## config.mk

```make
export PLATFORM = sky130hd
export DESIGN_NAME = muldiv_unit
export DESIGN_NICKNAME = d
export VERILOG_FILES = /design/src/rtl/muldiv_unit.sv
export SDC_FILE = /design/constraint.sdc
export NUM_CORES = 1
export LEC_CHECK = 0
export ABC_CLOCK_PERIOD_IN_PS = 12690
export CAP_MARGIN = 40
export CORE_MARGIN = 2
export CORE_UTILIZATION = 50
export DETAILED_ROUTE_END_ITERATION = 8
export PLACE_DENSITY = 0.71
export SKIP_LAST_GASP = 1
export SYNTH_ARGS = -nofsm -noshare
export SYNTH_HDL_FRONTEND = slang
export SYNTH_SLANG_ARGS = --single-unit
```

## constraint.sdc

```tcl
create_clock -name clk -period 12.69 [get_ports clk]
set_input_delay 2.538 -clock clk [delete_from_list [all_inputs] [get_ports clk]]
set_output_delay 2.538 -clock clk [all_outputs]
set_load 0.01 [all_outputs]
```

## src/rtl/muldiv_unit.sv

```systemverilog
// muldiv_unit: iterative multiply/divide unit holding the HI/LO register pair
// for the multicycle MIPS datapath.
//
// One result bit is produced per clock. An operation accepted at edge E0 writes
// hi/lo and pulses done at edge E0+WIDTH+1; busy is high for WIDTH+1 cycles.
// mthi/mtlo write hi/lo directly on the start edge.
//
// Ports:
//   clk    in   rising-edge clock
//   reset  in   asynchronous active-high reset
//   start  in   request, sampled only while idle
//   funct  in   6-bit R-type funct qualifying start
//   a      in   rs operand (multiplicand / dividend / mthi-mtlo data)
//   b      in   rt operand (multiplier / divisor)
//   busy   out  operation in progress, start ignored
//   done   out  one-cycle pulse when hi/lo were just written by mult/div
//   hi     out  HI register (product upper half / remainder)
//   lo     out  LO register (product lower half / quotient)
module muldiv_unit #(
    parameter int WIDTH = 32
) (
    input  logic             clk,
    input  logic             reset,
    input  logic             start,
    input  logic [5:0]       funct,
    input  logic [WIDTH-1:0] a,
    input  logic [WIDTH-1:0] b,
    output logic             busy,
    output logic             done,
    output logic [WIDTH-1:0] hi,
    output logic [WIDTH-1:0] lo
);

    localparam int CNTW = $clog2(WIDTH + 1);

    localparam logic [5:0] F_MTHI = 6'b010001;
    localparam logic [5:0] F_MTLO = 6'b010011;

    typedef enum logic [1:0] {
        ST_IDLE = 2'd0,
        ST_RUN  = 2'd1,
        ST_FIX  = 2'd2
    } state_t;

    // Two's complement negate when neg is set (magnitude / sign restore).
    function automatic logic [WIDTH-1:0] cond_neg(input logic [WIDTH-1:0] v, input logic neg);
        logic [WIDTH-1:0] r;
        if (neg) begin
            r = -v;
        end else begin
            r = v;
        end
        return r;
    endfunction

    state_t             state_r, state_nxt_s;
    logic [CNTW-1:0]    cnt_r;
    logic [WIDTH:0]     acc_r;      // partial product upper half / partial remainder
    logic [WIDTH-1:0]   mq_r;       // multiplier shifting out, or dividend out / quotient in
    logic [WIDTH-1:0]   opb_r;      // multiplicand magnitude or divisor magnitude
    logic               is_div_r;
    logic               neg_r;      // sign_a ^ sign_b
    logic               sign_a_r;
    logic               dz_r;       // divide by zero
    logic               busy_r, done_r;
    logic [WIDTH-1:0]   hi_r, lo_r;

    logic               iter_op_s, signed_s, sa_s, sb_s;
    logic               load_s, step_s, fix_s, wr_hi_s, wr_lo_s;
    logic               busy_nxt_s, done_nxt_s;
    logic [WIDTH:0]     mul_sum_s, mul_sel_s;
    logic [WIDTH:0]     div_shift_s;
    logic [WIDTH+1:0]   div_diff_s;
    logic               div_ok_s;
    logic [2*WIDTH-1:0] prod_raw_s, prod_fix_s;
    logic [WIDTH-1:0]   quot_fix_s, rem_fix_s;

    // mult/multu/div/divu share 0110xx; bit1 selects divide, bit0 selects unsigned.
    assign iter_op_s = (funct[5:2] == 4'b0110);
    assign signed_s  = ~funct[0];
    assign sa_s      = signed_s & a[WIDTH-1];
    assign sb_s      = signed_s & b[WIDTH-1];

    // State register.
    always_ff @(posedge clk or posedge reset) begin
        if (reset) begin
            state_r <= ST_IDLE;
        end else begin
            state_r <= state_nxt_s;
        end
    end

    // Next-state logic.
    always_comb begin
        state_nxt_s = state_r;
        case (state_r)
            ST_IDLE: begin
                if (start && iter_op_s) begin
                    state_nxt_s = ST_RUN;
                end else begin
                    state_nxt_s = ST_IDLE;
                end
            end
            ST_RUN: begin
                if (cnt_r == CNTW'(1)) begin
                    state_nxt_s = ST_FIX;
                end else begin
                    state_nxt_s = ST_RUN;
                end
            end
            ST_FIX:  state_nxt_s = ST_IDLE;
            default: state_nxt_s = ST_IDLE;
        endcase
    end

    // Output / control decode.
    always_comb begin
        load_s  = 1'b0;
        step_s  = 1'b0;
        fix_s   = 1'b0;
        wr_hi_s = 1'b0;
        wr_lo_s = 1'b0;
        case (state_r)
            ST_IDLE: begin
                if (start) begin
                    load_s  = iter_op_s;
                    wr_hi_s = (funct == F_MTHI);
                    wr_lo_s = (funct == F_MTLO);
                end else begin
                    load_s  = 1'b0;
                end
            end
            ST_RUN:  step_s = 1'b1;
            ST_FIX:  fix_s  = 1'b1;
            default: load_s = 1'b0;
        endcase
        busy_nxt_s = (state_nxt_s != ST_IDLE);
        done_nxt_s = fix_s;
    end

    // One iteration step for each operation, plus final sign correction.
    always_comb begin
        // Shift-add multiply: conditionally add multiplicand, then shift {acc,mq} right.
        mul_sum_s   = acc_r + {1'b0, opb_r};
        mul_sel_s   = mq_r[0] ? mul_sum_s : acc_r;
        // Restoring divide: shift next dividend bit in, keep the difference if no borrow.
        div_shift_s = {acc_r[WIDTH-1:0], mq_r[WIDTH-1]};
        div_diff_s  = {1'b0, div_shift_s} - {2'b00, opb_r};
        div_ok_s    = ~div_diff_s[WIDTH+1];

        prod_raw_s  = {acc_r[WIDTH-1:0], mq_r};
        if (neg_r) begin
            prod_fix_s = -prod_raw_s;
        end else begin
            prod_fix_s = prod_raw_s;
        end
        // With a zero divisor the remainder path ends holding |a|, so restoring the
        // sign of a yields the original a; only the quotient needs overriding.
        if (dz_r) begin
            quot_fix_s = {WIDTH{1'b1}};
        end else begin
            quot_fix_s = cond_neg(mq_r, neg_r);
        end
        rem_fix_s = cond_neg(acc_r[WIDTH-1:0], sign_a_r);
    end

    // Datapath and output registers.
    always_ff @(posedge clk or posedge reset) begin
        if (reset) begin
            cnt_r    <= {CNTW{1'b0}};
            acc_r    <= {(WIDTH+1){1'b0}};
            mq_r     <= {WIDTH{1'b0}};
            opb_r    <= {WIDTH{1'b0}};
            is_div_r <= 1'b0;
            neg_r    <= 1'b0;
            sign_a_r <= 1'b0;
            dz_r     <= 1'b0;
            busy_r   <= 1'b0;
            done_r   <= 1'b0;
            hi_r     <= {WIDTH{1'b0}};
            lo_r     <= {WIDTH{1'b0}};
        end else begin
            busy_r <= busy_nxt_s;
            done_r <= done_nxt_s;
            if (load_s) begin
                cnt_r    <= CNTW'(WIDTH);
                acc_r    <= {(WIDTH+1){1'b0}};
                is_div_r <= funct[1];
                neg_r    <= sa_s ^ sb_s;
                sign_a_r <= sa_s;
                dz_r     <= funct[1] && (b == {WIDTH{1'b0}});
                if (funct[1]) begin
                    mq_r  <= cond_neg(a, sa_s);
                    opb_r <= cond_neg(b, sb_s);
                end else begin
                    mq_r  <= cond_neg(b, sb_s);
                    opb_r <= cond_neg(a, sa_s);
                end
            end else if (step_s) begin
                cnt_r <= cnt_r - CNTW'(1);
                if (is_div_r) begin
                    acc_r <= div_ok_s ? div_diff_s[WIDTH:0] : div_shift_s;
                    mq_r  <= {mq_r[WIDTH-2:0], div_ok_s};
                end else begin
                    acc_r <= {1'b0, mul_sel_s[WIDTH:1]};
                    mq_r  <= {mul_sel_s[0], mq_r[WIDTH-1:1]};
                end
            end else begin
                cnt_r <= cnt_r;
            end

            if (fix_s) begin
                if (is_div_r) begin
                    hi_r <= rem_fix_s;
                    lo_r <= quot_fix_s;
                end else begin
                    hi_r <= prod_fix_s[2*WIDTH-1:WIDTH];
                    lo_r <= prod_fix_s[WIDTH-1:0];
                end
            end else begin
                if (wr_hi_s) begin
                    hi_r <= a;
                end else begin
                    hi_r <= hi_r;
                end
                if (wr_lo_s) begin
                    lo_r <= a;
                end else begin
                    lo_r <= lo_r;
                end
            end
        end
    end

    assign busy = busy_r;
    assign done = done_r;
    assign hi   = hi_r;
    assign lo   = lo_r;

endmodule

```

After elaboration in Yosys (flattened, before gate mapping)
Index checks and enable logic that the tools add are counted.
- ROM bits: 0
- flip-flop bits (word level): 175
- memories kept: 0
- input port bits: 73
- RAM bits: 0
- bits in latches: 0
- reductions and logical operators: 8
- eq/ne operators: 6
- muxes and demuxes: 35
- add/subtract/negate cells: 8
- multipliers: 0
- bitwise operators: 5
- div/mod/pow operators: 0
- $lt $le $gt $ge: 0
- shifts and indexed selects: 0
- operator list (kind ; number):
    32-bit two-way mux ; 16
    33-bit two-way mux ; 5
    32-bit negation ; 4
    64-bit two-way mux ; 1
    64-bit negation ; 1
    33-bit by 32-bit subtractor with 34-bit output ; 1
    33-bit by 32-bit adder with 33-bit output ; 1
    32-bit zero test ; 1
    6-bit by 5-bit equality test with 1-bit output (second input constant) ; 2
    6-bit two-way mux ; 2
    1-bit two-way mux ; 9
    2-bit nonzero test ; 4
    6-bit by 1-bit equality test with 1-bit output (second input constant) ; 1
    6-bit by 1-bit subtractor with 6-bit output (second input constant) ; 1
    4-bit by 3-bit equality test with 1-bit output (second input constant) ; 1
    2-bit case mux with 2 select lines ; 1
    1-bit AND ; 2
    2-bit by 1-bit equality test with 1-bit output (second input constant) ; 1
    2-bit equality test (second input constant) ; 1
    1-bit logical AND ; 2
    2-bit zero test ; 1
    2-bit two-way mux ; 1
    1-bit inverter ; 2
    1-bit XOR ; 1

Logic depth before layout (Yosys ltp)
- word-level depth: 5
- mapped depth: 15
- depth with buffers taken out: 14

Least setup slack after synthesis
Ideal clock, no wire load.
- path type: in2reg
- from: input b[10]
- to: register mq_r[27]
- data arrival time: 4880 ps
- path buffers: 0
- slack: 7706 ps
- cell stages on the path: 9
- library setup time: 104 ps
- path through: or4_4 > nor4_4 > nand2_2 > or3b_1 > or4_4 > o21ai_0 > xnor2_1 > o21ai_0 > a221oi_1
- longest elaborated chain between the ends: 4
- ends and longest elaborated chain (item ; line ; RTL):
    start: declaration ; 27 ; input logic [WIDTH-1:0] b,
    32-bit negation ; 49 ; r = -v;
    32-bit two-way mux ; 48 ; if (neg) begin
    32-bit two-way mux ; 192 ; if (funct[1]) begin
    32-bit two-way mux ; 185 ; if (load_s) begin
    end signal: assignment ; 193 ; mq_r <= cond_neg(a, sa_s);
    end signal: assignment ; 196 ; mq_r <= cond_neg(b, sb_s);
    end signal: assignment ; 203 ; mq_r <= {mq_r[WIDTH-2:0], div_ok_s};
    end: declaration ; 59 ; logic [WIDTH-1:0] mq_r;
Every way passes these cells.
A chain may end at the register's enable or synchronous reset.

Worst setup path in the final report
- from: input a[0]
- to: register mq_r[22]
- longest elaborated chain between the ends: 4
- ends and longest elaborated chain (item ; line ; RTL):
    start: declaration ; 26 ; input logic [WIDTH-1:0] a,
    32-bit negation ; 49 ;
    32-bit two-way mux ; 48 ;
    32-bit two-way mux ; 192 ;
    32-bit two-way mux ; 185 ;
Every way passes these cells.

==> results.cfg <==
[run_status]
status = completed

[flow_run]
max_cap_viol_count = 0

[clocking]
postCtsSetupRepairBufs = 0
cts_tree = done
cts.sinks = 175
clockBufferDepth = 2
h-tree-depth = 4
cts_hold_buf = 0
cts-root-buf = clkbuf_16
worstSkewPairLatency_ns = 0.45
numCtsBuffers = 17
clkTransAtPathRegs_ns = 0.07
cts_resized = 0

[final_layout]
layout_common_cells = nand2_1 (259), o21ai_0 (203), dfrtp_1 (174)
num-fill-cells = 2863
drive_gt1_share_pct = 4.50
antennaDiodeCount = 0
finalNetCount = 2154
area_growth_pct = 14.3
layout.cells.most_common = nand2_1
utilization_pct = 57.7

[placement]
portBuffers = 138
place_congestion = 0.930
dp_hpwl_mm = 37.7

[sta]
worst_pin_slew_ns = 0.850
skew_ns = 0.0174
slew_viol_final = 0
min_period_ns = 5.52
finalCritPeriodShare_pct = 43.5
fmax_mhz = 181
setup-violations-final = 0
fin_tns_setup_ns = 0
slew_headroom_pct = 43.4
finalHoldViolCount = 0
rsz0062_at_grt = false

[floorplanning]
die_w_um = 179
die_h_um = 179
die_area_mm2 = 0.0321
coreArea_mm2 = 0.0303
ios = 139
start_util_pct = 50.5
rows = 64

[power]
ir_drop_mv = 0.173
power.density_mw_per_mm2 = 243
p_leak_nw = 7.15
power.total_mw = 4.26

[synth]
synth_top_cell_area_share_pct = 28.6
avgSynthCellArea_um2 = 7.78
seq_area_frac_synth_pct = 28.6
synth_flop_cell = dfrtp_1
yosys_warnings = 0
syn_inst = 1969
synthTopCellsByArea = dfrtp_1 (29%), o21ai_0 (6.6%), nand2_1 (6.4%)
yosysTopAreaCell = dfrtp_1
syn_nets = 2114
syn_area_mm2 = 0.0153
synth_edf_count = 0
synthArstFlopShare_pct = 100
ys_ff_latch = 175
yosysUniqueCellTypes = 79

[setup_path]
cp-end-kind = register
worstPathRequired_ns = 12.99
crit_end = mq_r[22]
r2r-start = mq_r[31]
crit_start = a[0]
crit_type = input port to register
cp.arrival_ns = 5.81
r2r_setup_slack_ns = 7.98
reg2regPathDepth = 14
start_kind = input port
worstReg2RegEnd = acc_r[26]
worstPathMaxFanout = 7

[route]
antenna_left = 0
vias_per_cell = 6.38
drc_errors = 0
drt_iter0_markers = 1745
firstDrtPassIters = 6
wl_per_cell_um = 21.1
totalWireLength_mm = 50.9
vias = 15400

[global_routing]
grt_pass1_wl_mm = 79.1
antenna_found_initial = 0
grt.total_usage_pct = 31.7
first_global_vias = 14300
grt_max_degree = 71
grt-ovfl-total = 0

[min_path]
hold_class = register to register
==> stage by stage <==
stage / setup slack (ns) / area [um2] / hold WS (ns) / cells
floorplan: 5.41 / 15300 / 0.474 / 1969
global placement: 6.94 / 16800 / 0.502 / 2382
detailed placement: 6.82 / 16900 / 0.527 / 2386
CTS: 7.27 / 17500 / 0.545 / 2418
global route: 6.79 / 17500 / 0.571 / 2418
finish: 7.17 / 17500 / 0.543 / 2418
==> final cells by class <==
| cell class | count | area, um2 | share of cell area (%) |
|---|---|---|---|
| multi-input combinational | 1585 | 10200 | 58.1 |
| sequential | 175 | 4380 | 25.0 |
| timing repair buffer | 162 | 1600 | 9.16 |
| clock buffer | 24 | 502 | 2.87 |
| tap | 396 | 495 | 2.83 |
| inverter | 68 | 260 | 1.49 |
| clock inverter | 8 | 103 | 0.586 |
==> how the worst min path moves through the flow <==
stage / startpoint / end / cells past startpoint
after global placement: opb_r[6] / opb_r[6] / 2
after CTS: dz_r / dz_r / 1
after detailed placement: dz_r / dz_r / 1
after floorplan: dz_r / dz_r / 1
final: cnt_r[1] / cnt_r[1] / 2
after global routing: dz_r / dz_r / 1
==> logic make-up after synthesis <==
family | Yosys count | share of synthesized area [%]
buf+inv | 209 | 5.20
mux | 82 | 5.36
xor+xnor | 167 | 9.55
flops | 175 | 28.6
fa+ha+maj | 72 | 5.98
simple gates | 618 | 18.9
compound gates | 646 | 26.4
==> registers in the layout (all words and copies together), names as in the netlist <==
signal,cells
acc_r,33
busy,1
cnt_r,6
done,1
dz_r,1
hi,32
is_div_r,1
lo,32
mq_r,32
neg_r,1
opb_r,32
sign_a_r,1
state_r,2
==> cell usage after synthesis, types with 7 or more instances <==
master and instances:
xnor2_1 63, o21a_1 11, nor2_1 144, a21o_1 28
o211ai_1 48, nand2_1 260, and3_1 10, nor3_1 36
inv_1 68, nand3_1 37, a21oi_1 172, buf_1 12
ha_1 70, xor2_1 104, o31ai_1 25, and2_1 8
o21ai_0 203, nand2b_1 20, a31oi_1 7, dfrtp_1 175
o41ai_1 8, nor4_1 18, mux2i_1 82, clkbuf_1 121
nor2b_1 22, or3_1 14, o21bai_1 10, a32oi_1 33
o21ai_1 11, a211oi_1 24, o22ai_1 7
==> routing by layer <==
layer / track usage, % / up-vias / wire length [um]
met4: 12.0 / 0 / 1880
met2: 51.2 / 672 / 23500
met3: 3.97 / 105 / 3520
met5: 0 / - / 0
met1: 43.4 / 7490 / 22100
li1: - / 7165 / -
==> critical path, stage by stage <==
cell	delay, ns
clkdlybuf4s50_1	0.53
inv_1	0.12
ha_1	0.19
nand3_1	0.10
nor3_1	0.58
nor3b_1	0.65
nand2_1	0.17
o41ai_1	0.38
xor2_1	0.23
nand2_1	0.08
o211ai_1	0.13
o21ai_0	0.11
==> power breakdown <==
group	internal, mW	switching [mW]	leakage [nW]
Sequential	0.779	0.359	1.94
Combinational	1.12	1.44	4.92
Clock	0.317	0.243	0.293
Total	2.22	2.04	7.15
No activity file was read; power rests on OpenSTA's default activity.
